**src/rtl/t_counter_ctrl_if.sv**
```systemverilog
// rtl/t_counter_ctrl_if.sv - control/status bundle between register block and T-FF count sequencer
interface t_counter_ctrl_if #(
  parameter int WIDTH = 8
);
  logic             start;
  logic             stop;
  logic             up_down;
  logic             auto_rld;
  logic [WIDTH-1:0] load_val;
  logic [WIDTH-1:0] count;
  logic [WIDTH-1:0] toggle;
  logic             busy;
  logic             tc_pulse;
  logic             done;

  modport master (
    output start, stop, up_down, auto_rld, load_val,
    input  count, toggle, busy, tc_pulse, done
  );

  modport slave (
    input  start, stop, up_down, auto_rld, load_val,
    output count, toggle, busy, tc_pulse, done
  );
endinterface

```
**src/rtl/t_counter_ctrl.sv**
```systemverilog
// rtl/t_counter_ctrl.sv - sequencer computing per-bit toggle vectors for a T-FF count bank
module t_counter_ctrl #(
  parameter int WIDTH = 8
) (
  input  logic             clk,
  input  logic             reset,
  t_counter_ctrl_if.slave  bus
);

  typedef enum logic [1:0] {
    S_IDLE = 2'd0,
    S_LOAD = 2'd1,
    S_RUN  = 2'd2,
    S_DONE = 2'd3
  } state_t;

  state_t           state_q, state_d;
  logic [WIDTH-1:0] count_q, count_d;
  logic [WIDTH-1:0] lim_q;
  logic             dir_q;
  logic             rld_q;
  logic             accept;

  logic [WIDTH-1:0] init_val;
  logic [WIDTH-1:0] term_val;
  logic [WIDTH-1:0] toggle;
  logic             busy;
  logic             tc_pulse;
  logic             done;

  // Ripple-toggle pattern of a binary counter: bit i flips when every lower
  // bit is at the carry (up) or borrow (down) value.
  function automatic logic [WIDTH-1:0] step_toggle(input logic [WIDTH-1:0] c,
                                                   input logic up);
    logic [WIDTH-1:0] t;
    logic             chain;
    t     = '0;
    chain = 1'b1;
    for (int i = 0; i < WIDTH; i++) begin
      t[i]  = chain;
      chain = chain & (up ? c[i] : ~c[i]);
    end
    return t;
  endfunction

  assign init_val = dir_q ? '0 : lim_q;
  assign term_val = dir_q ? lim_q : '0;
  assign accept   = (state_q == S_IDLE) && bus.start && !bus.stop;

  // Next-state and toggle/status decode from state and current bank value
  always_comb begin
    state_d  = state_q;
    toggle   = '0;
    busy     = 1'b0;
    tc_pulse = 1'b0;
    done     = 1'b0;
    unique case (state_q)
      S_IDLE: begin
        if (accept) state_d = S_LOAD;
      end
      S_LOAD: begin
        busy = 1'b1;
        if (bus.stop) begin
          state_d = S_IDLE;
        end else begin
          toggle  = count_q ^ init_val;
          state_d = S_RUN;
        end
      end
      S_RUN: begin
        busy = 1'b1;
        if (bus.stop) begin
          state_d = S_IDLE;
        end else if (count_q == term_val) begin
          tc_pulse = 1'b1;
          if (rld_q) toggle  = count_q ^ init_val;
          else       state_d = S_DONE;
        end else begin
          toggle = step_toggle(count_q, dir_q);
        end
      end
      S_DONE: begin
        done    = 1'b1;
        state_d = S_IDLE;
      end
      default: state_d = S_IDLE;
    endcase
  end

  // The bank itself: only ever written through the toggle vector
  assign count_d = count_q ^ toggle;

  // State, bank and captured pass parameters
  always_ff @(posedge clk) begin
    if (reset) begin
      state_q <= S_IDLE;
      count_q <= '0;
      lim_q   <= '0;
      dir_q   <= 1'b0;
      rld_q   <= 1'b0;
    end else begin
      state_q <= state_d;
      count_q <= count_d;
      if (accept) begin
        lim_q <= bus.load_val;
        dir_q <= bus.up_down;
        rld_q <= bus.auto_rld;
      end
    end
  end

  assign bus.count    = count_q;
  assign bus.toggle   = toggle;
  assign bus.busy     = busy;
  assign bus.tc_pulse = tc_pulse;
  assign bus.done     = done;

endmodule

```
**src/flat_wrapper.sv**
```systemverilog
// flat-port wrapper written by rule: the top's interface ports become plain ports
module t_counter_ctrl_flat 
#(
  parameter int WIDTH = 8
)
  (clk, reset, bus_start, bus_stop, bus_up_down, bus_auto_rld, bus_load_val, bus_count, bus_toggle, bus_busy, bus_tc_pulse, bus_done);
  t_counter_ctrl_if #(.WIDTH(WIDTH)) bus_i ();
  input  logic clk;
  input  logic reset;
  input wire logic [$bits(bus_i.start)-1:0] bus_start;
  input wire logic [$bits(bus_i.stop)-1:0] bus_stop;
  input wire logic [$bits(bus_i.up_down)-1:0] bus_up_down;
  input wire logic [$bits(bus_i.auto_rld)-1:0] bus_auto_rld;
  input wire logic [$bits(bus_i.load_val)-1:0] bus_load_val;
  output wire logic [$bits(bus_i.count)-1:0] bus_count;
  output wire logic [$bits(bus_i.toggle)-1:0] bus_toggle;
  output wire logic [$bits(bus_i.busy)-1:0] bus_busy;
  output wire logic [$bits(bus_i.tc_pulse)-1:0] bus_tc_pulse;
  output wire logic [$bits(bus_i.done)-1:0] bus_done;
  assign bus_i.start = bus_start;
  assign bus_i.stop = bus_stop;
  assign bus_i.up_down = bus_up_down;
  assign bus_i.auto_rld = bus_auto_rld;
  assign bus_i.load_val = bus_load_val;
  assign bus_count = bus_i.count;
  assign bus_toggle = bus_i.toggle;
  assign bus_busy = bus_i.busy;
  assign bus_tc_pulse = bus_i.tc_pulse;
  assign bus_done = bus_i.done;
  t_counter_ctrl #(.WIDTH(WIDTH)) u_core (.clk(clk), .reset(reset), .bus(bus_i));
endmodule
```
**config.mk**
```make
export PLATFORM = sky130hd
export DESIGN_NAME = t_counter_ctrl_flat
export DESIGN_NICKNAME = d
export VERILOG_FILES = /design/src/rtl/t_counter_ctrl_if.sv /design/src/rtl/t_counter_ctrl.sv /design/src/flat_wrapper.sv
export SDC_FILE = /design/constraint.sdc
export NUM_CORES = 1
export LEC_CHECK = 0
export BUFFER_PORTS_ARGS = -buffer_cell sky130_fd_sc_hd__buf_4
export CORE_UTILIZATION = 59
export DETAILED_ROUTE_END_ITERATION = 16
export PLACE_DENSITY_LB_ADDON = 0.12
export SKIP_CTS_REPAIR_TIMING = 1
export SLEW_MARGIN = 20
export SYNTH_ARGS = -nofsm -noshare
export SYNTH_HDL_FRONTEND = slang
export SYNTH_SLANG_ARGS = --single-unit
```
**constraint.sdc**
```tcl
create_clock -name clk -period 3.4 [get_ports clk]
set_input_delay 0 -clock clk [delete_from_list [all_inputs] [get_ports clk]]
set_output_delay 0 -clock clk [all_outputs]
set_load 0.02 [all_outputs]
```
==> impl_metrics.json <==
{
  "avgRoutedWirePerCell_um": 15.4,
  "crit_arrival_ns": 3.07,
  "antenna_left": 0,
  "clkTransAtPathRegs_ns": 0.12,
  "timing.rr.end": "u_core.bus.count[2]",
  "fin_util": 0.764,
  "fin_nets": 246,
  "synth_area_um2": 1590,
  "cp-end-kind": "primary output",
  "grt_use_total": 0.274,
  "synth_edf_count": 0,
  "synth_area_leader_cell": "dfxtp_1",
  "synthAdderAreaFrac": 0.0394,
  "dp.cells": 242,
  "nFillCells": 189,
  "cts_tree": "done",
  "setup_violations": 0,
  "first_pass_iters": 4,
  "start_kind": "flip-flop",
  "final_layout_size_suffix_gt1_frac": 0.213,
  "worst_pin_slew_ns": 0.994,
  "synth_cell_types": 49,
  "reg2reg_slack_ns": 0.59,
  "grt_start_max_net_pins": 28,
  "seqCellArea_um2": 400,
  "leakagePower_nw": 0.891,
  "ff2ff_path_depth": 7,
  "viasPerCell": 5.92,
  "rsz0062_at_grt": "false",
  "hold_class": "input port to flip-flop",
  "synth_xor_area_frac": 0.115,
  "synth_compound_area_frac": 0.169,
  "r2r_start": "u_core.dir_q",
  "slew_violations": 0,
  "routed_wl_mm": 3.92,
  "crit_type": "flip-flop to primary output",
  "ir_drop_mv": 0.267,
  "core_um2": 2500,
  "syn_to_final_growth_pct": 20.2,
  "finalClockSkew_ns": 0.00984,
  "ys_seq_area_frac": 0.252,
  "cts_buffers": 3,
  "yosys.area_share.simple": 0.260,
  "async_flop_share": 0,
  "antenna_found_initial": 0,
  "synthTopCellsByCount": "nor2_1, dfxtp_1, nor2b_1, mux2i_1",
  "critical_path.slowest_cell": "dfxtp_1",
  "dpl.hpwl_mm": 2.70,
  "synth_nets": 213,
  "num_vias": 1510,
  "max_freq_ghz": 0.326,
  "routabilityCongestion": 0.874,
  "syn_inst": 194,
  "multi_input_area_um2": 1080,
  "required_ns": 3.40,
  "drc_errors": 0,
  "grt_pass1_wl_mm": 5.81,
  "avgSynthCellArea_um2": 8.19,
  "die_w_um": 53.9,
  "holdPathEnd": "u_core.rld_q",
  "power_density_nw_per_um2": 267,
  "hold_viol_final": 0,
  "die_area_um2": 2900,
  "max_cap_viol_count": 0,
  "synth_top_family_by_area": "simple AND/OR/NAND/NOR gates",
  "synth_top_area_frac": 0.252,
  "yosys-mux-area-fraction": 0.0992,
  "first_global_vias": 1263,
  "fin_crit_sh": 0.904,
  "hp-start": "reset",
  "cts.sinks": 20,
  "path_cells": "xor2_1, a2111oi_2, and4_4, and2_4, nor3_1, or3_1, buf_4",
  "cts_root_buffer": "clkbuf_4",
  "status": "finished clean",
  "synth_seq_cells": 20,
  "synth_top_flop_cell": "dfxtp_1",
  "setup_tns_ns": 0,
  "period_needed_ns": 3.07,
  "overflow": 0,
  "initial_core_util": 0.636,
  "max_slew_margin": 0.336,
  "cp_max_fo": 27,
  "drt_iter0_drc": 52,
  "portBuffers": 32,
  "n_antenna_cell": 0,
  "synth_warnings": 0,
  "cts_buffer_depth": 2,
  "synthMostInstantiatedCell": "nor2_1",
  "insertion_delay_ns": 0.31,
  "whs_path_depth": 2,
  "stdcell_count": 255,
  "htreeDepth": 1,
  "rows": 18,
  "hold_slack_ns": 0.0352,
  "ioPinCount": 33,
  "synth_area_leaders": "dfxtp_1, mux2i_1, nor2b_1, xnor2_1, nor2_1",
  "max_stage_delay_ns": 1.00,
  "die_h_um": 53.9
}
[worst max path at each step]
stage | from | to | cells after the start
after global placement | u_core.dir_q | u_core.bus.count[2] | 7
after floorplan | u_core.bus.count[0] | u_core.bus.count[1] | 9
after CTS | u_core.dir_q | bus_toggle[4] | 7
after detailed placement | u_core.dir_q | u_core.bus.count[2] | 7
final | u_core.dir_q | bus_toggle[4] | 7
after global routing | u_core.dir_q | bus_toggle[4] | 7
[kinds of logic after synthesis]
group | after synthesis
DFF | 20
adders and majority gates | 5
xor gates and xnor gates | 20
and+or+nand+nor | 80
AOI/OAI and AO/OA | 33
buffers and inverters | 21
muxes | 15
[cell type report]
class | instances | share of cell area
multi-input cells | 153 | 0.567
flip-flops and latches | 20 | 0.210
clock buffers | 3 | 0.0118
inverters | 7 | 0.0138
repair buffers | 42 | 0.178
well taps | 30 | 0.0196
[cell usage in the layout (no fill, tap or decap), types with 3 or more instances in the layout]
master	netlist	final
o21ai_0	5	5
a31oi_1	3	3
dfxtp_1	20	20
nor2b_1	19	19
inv_1	7	7
nand2_1	11	11
and3_1	3	3
a21oi_1	4	4
nand3_1	3	3
dlygate4sd3_1	0	10
buf_4	1	32
xor2_1	8	8
mux2i_1	12	12
nor2_1	25	25
ha_1	5	5
xnor2_1	11	11
clkbuf_4	0	3
nor3_1	6	6
[flip-flops by register name, indices dropped and copies added, names as in the netlist]
name and flops:
u_core.lim_q 8, u_core.state_q 2, u_core.dir_q 1, u_core.rld_q 1, u_core.bus.count 8
[metal layers]
| layer | vias up | routed length, um | GRT usage |
|---|---|---|---|
| met5 | - | 0 | 0 |
| met4 | 0 | 64 | 0.0877 |
| met3 | 13 | 188 | 0.0395 |
| met2 | 68 | 1930 | 0.442 |
| met1 | 696 | 1730 | 0.372 |
| li1 | 733 | - | - |
[metrics by stage]
| step | power (mW) | setup WS, ns | instance area [um^2] |
|---|---|---|---|
| final | 0.510 | 0.328 | 1910 |
| after global routing | 0.530 | 0.133 | 1910 |
| after CTS | 0.499 | 0.371 | 1810 |
| after detailed placement | 0.385 | 0.658 | 1790 |
| after global placement | 0.381 | 0.736 | 1790 |
| after floorplan | 0.352 | 0.911 | 1590 |
[worst max-delay path, delay by kind of cell, from the launching register on]
kind / cells / cell delay (ns)
buffers and inverters: 1 / 0.16
DFF: 1 / 1.00
AOI/OAI and AO/OA: 1 / 0.41
xor gates and xnor gates: 1 / 0.22
and+or+nand+nor: 4 / 0.97
[where the power goes]
group | switching (mW) | internal [mW]
logic | 0.0720 | 0.0606
clock network | 0.0760 | 0.0413
registers | 0.0161 | 0.244
Note: power is estimated with default switching activity, not from simulation.
